**src/rtl/keypad_matrix_emulator.sv**
```systemverilog
// 4x4 key-matrix emulator: presses one requested key with bounce, hold and release phases,
// answering the keyscan coder's column scan on the row lines with no clock delay.
module keypad_matrix_emulator #(
    parameter int BOUNCE_CYCLES = 16,
    parameter int BOUNCE_PERIOD = 4,
    parameter int HOLD_CYCLES   = 2000,
    parameter int GAP_CYCLES    = 500
) (
    input  logic       Clk,
    input  logic       Reset,
    input  logic       Req,
    input  logic [3:0] KeyCode,
    output logic       Ready,
    input  logic [3:0] Col,
    output logic [3:0] Row,
    output logic       Busy,
    output logic       Done
);

    localparam int MAX_BH = (BOUNCE_CYCLES > HOLD_CYCLES) ? BOUNCE_CYCLES : HOLD_CYCLES;
    localparam int MAXC   = (MAX_BH > GAP_CYCLES) ? MAX_BH : GAP_CYCLES;
    localparam int CW     = (MAXC > 1) ? $clog2(MAXC) : 1;
    localparam int PW     = (BOUNCE_PERIOD > 1) ? $clog2(BOUNCE_PERIOD) : 1;

    localparam logic [CW-1:0] B_LOAD = CW'(BOUNCE_CYCLES - 1);
    localparam logic [CW-1:0] H_LOAD = CW'(HOLD_CYCLES - 1);
    localparam logic [CW-1:0] G_LOAD = CW'(GAP_CYCLES - 1);
    localparam logic [PW-1:0] P_LAST = PW'(BOUNCE_PERIOD - 1);

    typedef enum logic [2:0] {
        IDLE,
        PRESS_BOUNCE,
        HOLD,
        REL_BOUNCE,
        GAP
    } state_t;

    // The phase whose last cycle carries Done depends on which phases exist at all.
    localparam state_t FINAL_ST = (GAP_CYCLES > 0)    ? GAP :
                                  (BOUNCE_CYCLES > 0) ? REL_BOUNCE : HOLD;

    state_t          state, nxt_state;
    logic [CW-1:0]   cnt, nxt_cnt;
    logic [PW-1:0]   phase, nxt_phase;
    logic            contact, nxt_contact;
    logic [3:0]      key, nxt_key;
    logic            phase_wrap;

    always_comb begin
        nxt_state   = state;
        nxt_cnt     = cnt;
        nxt_phase   = phase;
        nxt_contact = contact;
        nxt_key     = key;
        phase_wrap  = (phase == P_LAST);
        case (state)
            IDLE: begin
                if (Req) begin
                    nxt_key     = KeyCode;
                    nxt_contact = 1'b1;
                    nxt_phase   = '0;
                    if (BOUNCE_CYCLES > 0) begin
                        nxt_state = PRESS_BOUNCE;
                        nxt_cnt   = B_LOAD;
                    end else begin
                        nxt_state = HOLD;
                        nxt_cnt   = H_LOAD;
                    end
                end
            end
            PRESS_BOUNCE: begin
                if (cnt == '0) begin
                    nxt_state   = HOLD;
                    nxt_cnt     = H_LOAD;
                    nxt_contact = 1'b1;
                end else begin
                    nxt_cnt     = cnt - CW'(1);
                    nxt_phase   = phase_wrap ? '0 : phase + PW'(1);
                    // Last bounce cycle is pinned closed so HOLD starts without a glitch.
                    nxt_contact = (cnt == CW'(1)) ? 1'b1 : (contact ^ phase_wrap);
                end
            end
            HOLD: begin
                if (cnt == '0) begin
                    nxt_contact = 1'b0;
                    nxt_phase   = '0;
                    if (BOUNCE_CYCLES > 0) begin
                        nxt_state = REL_BOUNCE;
                        nxt_cnt   = B_LOAD;
                    end else if (GAP_CYCLES > 0) begin
                        nxt_state = GAP;
                        nxt_cnt   = G_LOAD;
                    end else begin
                        nxt_state = IDLE;
                        nxt_cnt   = '0;
                    end
                end else begin
                    nxt_cnt = cnt - CW'(1);
                end
            end
            REL_BOUNCE: begin
                if (cnt == '0) begin
                    nxt_contact = 1'b0;
                    if (GAP_CYCLES > 0) begin
                        nxt_state = GAP;
                        nxt_cnt   = G_LOAD;
                    end else begin
                        nxt_state = IDLE;
                        nxt_cnt   = '0;
                    end
                end else begin
                    nxt_cnt     = cnt - CW'(1);
                    nxt_phase   = phase_wrap ? '0 : phase + PW'(1);
                    nxt_contact = (cnt == CW'(1)) ? 1'b0 : (contact ^ phase_wrap);
                end
            end
            GAP: begin
                if (cnt == '0) begin
                    nxt_state = IDLE;
                end else begin
                    nxt_cnt = cnt - CW'(1);
                end
            end
            default: begin
                nxt_state   = IDLE;
                nxt_cnt     = '0;
                nxt_contact = 1'b0;
            end
        endcase
    end

    always_ff @(posedge Clk or negedge Reset) begin
        if (!Reset) begin
            state   <= IDLE;
            cnt     <= '0;
            phase   <= '0;
            contact <= 1'b0;
            key     <= 4'd0;
            Ready   <= 1'b1;
            Busy    <= 1'b0;
            Done    <= 1'b0;
        end else begin
            state   <= nxt_state;
            cnt     <= nxt_cnt;
            phase   <= nxt_phase;
            contact <= nxt_contact;
            key     <= nxt_key;
            Ready   <= (nxt_state == IDLE);
            Busy    <= (nxt_state != IDLE);
            Done    <= (nxt_state == FINAL_ST) && (nxt_cnt == '0);
        end
    end

    always_comb begin
        Row = 4'd0;
        for (int r = 0; r < 4; r++) begin
            Row[r] = contact && (key[3:2] == 2'(r)) && Col[key[1:0]];
        end
    end

endmodule

```
**config.mk**
```make
export PLATFORM = sky130hd
export DESIGN_NAME = keypad_matrix_emulator
export DESIGN_NICKNAME = d
export VERILOG_FILES = /design/src/rtl/keypad_matrix_emulator.sv
export SDC_FILE = /design/constraint.sdc
export NUM_CORES = 1
export LEC_CHECK = 0
export ABC_AREA = 1
export BUFFER_PORTS_ARGS = -buffer_cell sky130_fd_sc_hd__buf_2
export CAP_MARGIN = 15
export CORE_MARGIN = 2
export CORE_UTILIZATION = 42
export DETAILED_ROUTE_END_ITERATION = 7
export SLEW_MARGIN = 5
export SYNTH_ARGS = -nofsm -noshare
export SYNTH_HDL_FRONTEND = slang
export SYNTH_SLANG_ARGS = --single-unit
```
**constraint.sdc**
```tcl
create_clock -name Clk -period 4.5 [get_ports Clk]
set_input_delay 0.225 -clock Clk [delete_from_list [all_inputs] [get_ports Clk]]
set_output_delay 0.225 -clock Clk [all_outputs]
set_load 0.02 [all_outputs]
```
==> parameters.txt <==
Parameter                              Value

Floorplan
  Core ar. ... 3940 µm²
  Floorplan die height ... 67.7 µm
  Io pins ... 18
  Overall die area ... 4580 µm²
  Starting utilization of the core area ... 43.2%
  Floorplan row count ... 23
  Die X ... 67.7 µm

Synthesis
  Complex-gate fraction of the synthesized area ... 8.30%
  Combinational family with the most area after synthesis ... simple AND/OR/NAND/NOR gates
  Yosys warning count ... 0
  Count of state elements after synthesis ... 24
  Top cells by area, synth ... sky130_fd_sc_hd__dfrtp_1 (34%), sky130_fd_sc_hd__nand2_1 (14%), sky130_fd_sc_hd__inv_1 (8.8%), sky130_fd_sc_hd__nor2_1 (7.9%), sky130_fd_sc_hd__nand3_1 (4.1%)
  Post-synthesis share of cell area spent on xor and xnor gates ... 3.08%
  Number of unique standard cell types used by synthesis ... 28
  Post-synth design cell area ... 1700 µm²
  Area share of and/or/nand/nor cells after synthesis ... 38.6%
  Sequential cell area fraction in the yosys report ... 35.3%
  Net count of the mapped netlist ... 253
  Area share of the largest cell type after synthesis ... 33.8%
  Cells after Synth ... 237
  Cell type contributing the most total cell area after synthesis ... sky130_fd_sc_hd__dfrtp_1
  Adder-cell share of the synthesized area ... 3.67%
  Synthesized area per cell ... 7.19 µm²
  Multiplexer share of the synthesized area ... 1.32%

Global routing
  Largest net degree at the start of global routing ... 25
  Overflow left after global routing ... 0
  First-pass GRT wire length ... 6.38 mm
  Via count of the first global-routing pass ... 1,384
  GR Util All Layers ... 18.5%
  Antenna violations before repair ... 0

STA
  Final period utilization ... 44.3%
  Slew @ Worst Pin ... 0.557 ns
  Number of pins with negative max-slew slack in the final report ... 0
  Clock period minus worst slack ... 1.99 ns
  Fmax ... 0.502 GHz
  Post-route worst hold slack ... 0.178 ns
  Setup repair after global routing missed its margin ... false
  Final Hold Fails ... 0
  Worst slew slack as a fraction of its limit ... 62.9%
  Setup-failing EPs final ... 0
  Final TNS setup ... 0 ns
  Worst clock skew ... 0.00100 ns

Layout
  Total area of sequential cells ... 602 µm²
  Antenna cell count ... 0
  Area growth from synthesis to layout ... 12.8%
  Proportion of layout cells with a drive suffix above 1 ... 19.0%
  Commonest non-fill, non-tap cell in the layout ... sky130_fd_sc_hd__nand2_1
  Most used cells in the layout excluding fill and tap cells ... sky130_fd_sc_hd__nand2_1 (62), sky130_fd_sc_hd__inv_1 (40), sky130_fd_sc_hd__nor2_1 (36)
  Final non-filler cell total ... 308
  Final-stage net count ... 275
  Area taken by multi-input logic gates ... 937 µm²
  Fillcell total ... 407

Pwr
  Worst-case vdd ir drop ... 0.000374 V
  PwrDens ... 626 nW/µm²
  Sequential Power Share ... 32.7%
  Leakage power ... 1.09 nW
  Switching part of the total power ... 45.8%
  Clock share of power ... 16.2%
  Internal cell power ... 0.652 mW
  Relative contribution of combinational cells to total power ... 51.0%
  Switching power ... 0.550 mW

Clock tree
  Clock H-tree levels ... 1
  TritonCTS clock tree ... done
  Number of buffers on the longest clock path ... 2
  Total setup buffers inserted after CTS ... 0
  Num Clock Sinks ... 24
  Number of buffers created by CTS ... 3
  Clock root cell ... sky130_fd_sc_hd__clkbuf_8
  Clock latency on the worst-skew pair ... 0.27 ns
  Clock slew at the register clock pins of the worst setup and hold paths ... 0.09 ns

Setup path
  Worst Path Arrival ... 2.20 ns
  Number of buffers and inverters on the critical path ... 3
  Crit-path leading delay family ... simple AND/OR/NAND/NOR gates
  Nature of the critical path startpoint ... register
  Most prevalent standard cell on the critical path ... sky130_fd_sc_hd__inv_1
  Critical-path cell list ... inv_1, ha_1, nand2_4, inv_1, nand2_4, ha_1, nand2_1, o21ai_0, inv_1, nand3_2, nor2_1, nand3_1, nor2_1
  Delay of the slowest cell on the worst path ... 0.42 ns
  Master of the slowest instance on the critical path ... sky130_fd_sc_hd__dfrtp_1
  Worst setup path category ... reg2reg
  Critical-path maximum fanout ... 5
  Critical Path RT ... 4.71 ns
  Nature of the critical path endpoint ... register

Routing
  Via count ... 1,446
  Via density per instance ... 4.69
  Final ANT Viol Nets ... 0
  Starting DRT DRC Count ... 77
  DRC errors left ... 0
  Wire length per cell after detailed routing ... 11.8 µm
  Total wirelength of the detailed-routed design ... 3.65 mm
  Number of optimization iterations in the first detailed-route pass ... 4

Place
  Number of placed instances with taps included ... 303
  GPL Wtd Cong ... 0.876
  HPWL after detailed placement ... 2.89 mm
  Number of port buffers ... 17

Run status
  Status ... completed

Worst hold path
  Worst min path class ... in2reg

Flow run
  Total of max-cap violations ... 0
[flip-flops by register name, indices dropped and copies added, names as in the netlist]
register	cells
cnt	11
state	3
key	4
Ready	1
phase	2
contact	1
Busy	1
Done	1
[stage by stage]
step / setup WS [ns] / total power [mW] / util [%] / area, µm²
2_1_floorplan: 2.72 / 0.874 / - / 1700
4_1_cts: 2.49 / 1.21 / 48.7 / 1920
5_1_grt: 2.29 / 1.32 / 48.7 / 1920
6_report: 2.51 / 1.20 / 48.7 / 1920
3_5_place_dp: 2.53 / 1.01 / 46.7 / 1840
3_3_place_gp: 2.54 / 1.02 / 46.7 / 1840
[cell usage after synthesis]
cell type	n
sky130_fd_sc_hd__a211oi_4	1
sky130_fd_sc_hd__a21oi_1	4
sky130_fd_sc_hd__a21oi_2	1
sky130_fd_sc_hd__a22oi_1	1
sky130_fd_sc_hd__buf_6	1
sky130_fd_sc_hd__dfrtp_1	23
sky130_fd_sc_hd__dfstp_2	1
sky130_fd_sc_hd__ha_1	5
sky130_fd_sc_hd__inv_1	40
sky130_fd_sc_hd__inv_2	1
sky130_fd_sc_hd__mux2_2	2
sky130_fd_sc_hd__nand2_1	62
sky130_fd_sc_hd__nand2_2	6
sky130_fd_sc_hd__nand2_4	5
sky130_fd_sc_hd__nand3_1	14
sky130_fd_sc_hd__nand3_2	2
sky130_fd_sc_hd__nand3b_1	1
sky130_fd_sc_hd__nor2_1	36
sky130_fd_sc_hd__nor2_2	1
sky130_fd_sc_hd__nor2_4	6
sky130_fd_sc_hd__nor3_1	1
sky130_fd_sc_hd__nor3_2	2
sky130_fd_sc_hd__o211ai_1	2
sky130_fd_sc_hd__o21ai_0	11
sky130_fd_sc_hd__o22ai_1	1
sky130_fd_sc_hd__o32ai_1	1
sky130_fd_sc_hd__xnor2_1	2
sky130_fd_sc_hd__xor2_1	4
[worst reg2reg max path, delay by kind of cell, from the launching register on]
family          cells  cell delay [ns]
fa+ha+maj           2             0.49
flops               1             0.42
buf+inv             3             0.31
simple gates        7             0.64
compound gates      1             0.07
[power by group through the flow]
| stage | Clock, mW | Combinational [mW] | Sequential, mW |
|---|---|---|---|
| 2_1_floorplan | 0 | 0.495 | 0.380 |
| 5_1_grt | 0.206 | 0.710 | 0.407 |
| 6_report | 0.195 | 0.614 | 0.394 |
| 3_5_place_dp | 0 | 0.614 | 0.399 |
| 3_3_place_gp | 0 | 0.619 | 0.396 |
| 4_1_cts | 0.202 | 0.618 | 0.394 |
[what timing repair did]
action	4_1_cts	5_1_grt
hold buffers	1	0
hold endpoints to repair	23	0
gates resized for setup	0	0
[logic make-up (layout without fill, tap and decap cells)]
kind of cell | after synthesis | after routing
simple gates | 136 | 136
mux | 2 | 2
compound gates | 22 | 22
xor+xnor | 6 | 6
flops | 24 | 24
fa+ha+maj | 5 | 5
buf+inv | 42 | 63
[worst paths after layout]
path	slack, ns	endpoint	cells past startpoint	startpoint
setup / recovery	2.51	Done	13	cnt[0]
hold / removal	0.18	key[1]	2	KeyCode[1]
setup reg to reg	2.51	Done	13	cnt[0]
hold reg to reg	0.54	key[3]	1	key[3]
max in group asynchronous	3.66	Ready	2	Reset
min in group asynchronous	0.47	cnt[8]	2	Reset
[layout make-up]
| cell class | count | share of cell area (%) |
|---|---|---|
| multi-input cells | 171 | 48.8 |
| flip-flops and latches | 24 | 31.3 |
| inverters | 41 | 8.01 |
| repair buffers | 18 | 4.95 |
| well taps | 50 | 3.26 |
| clock buffers | 3 | 2.15 |
| clock inverters | 1 | 1.56 |
[routing by layer]
metal	routed length [µm]	GRT usage, %	up-vias
met4	46	4.34	0
met1	1800	25.7	646
met5	0	0	-
met2	1680	29.4	21
li1	-	-	773
met3	114	3.83	6
No activity file was read; power rests on OpenSTA's default activity.
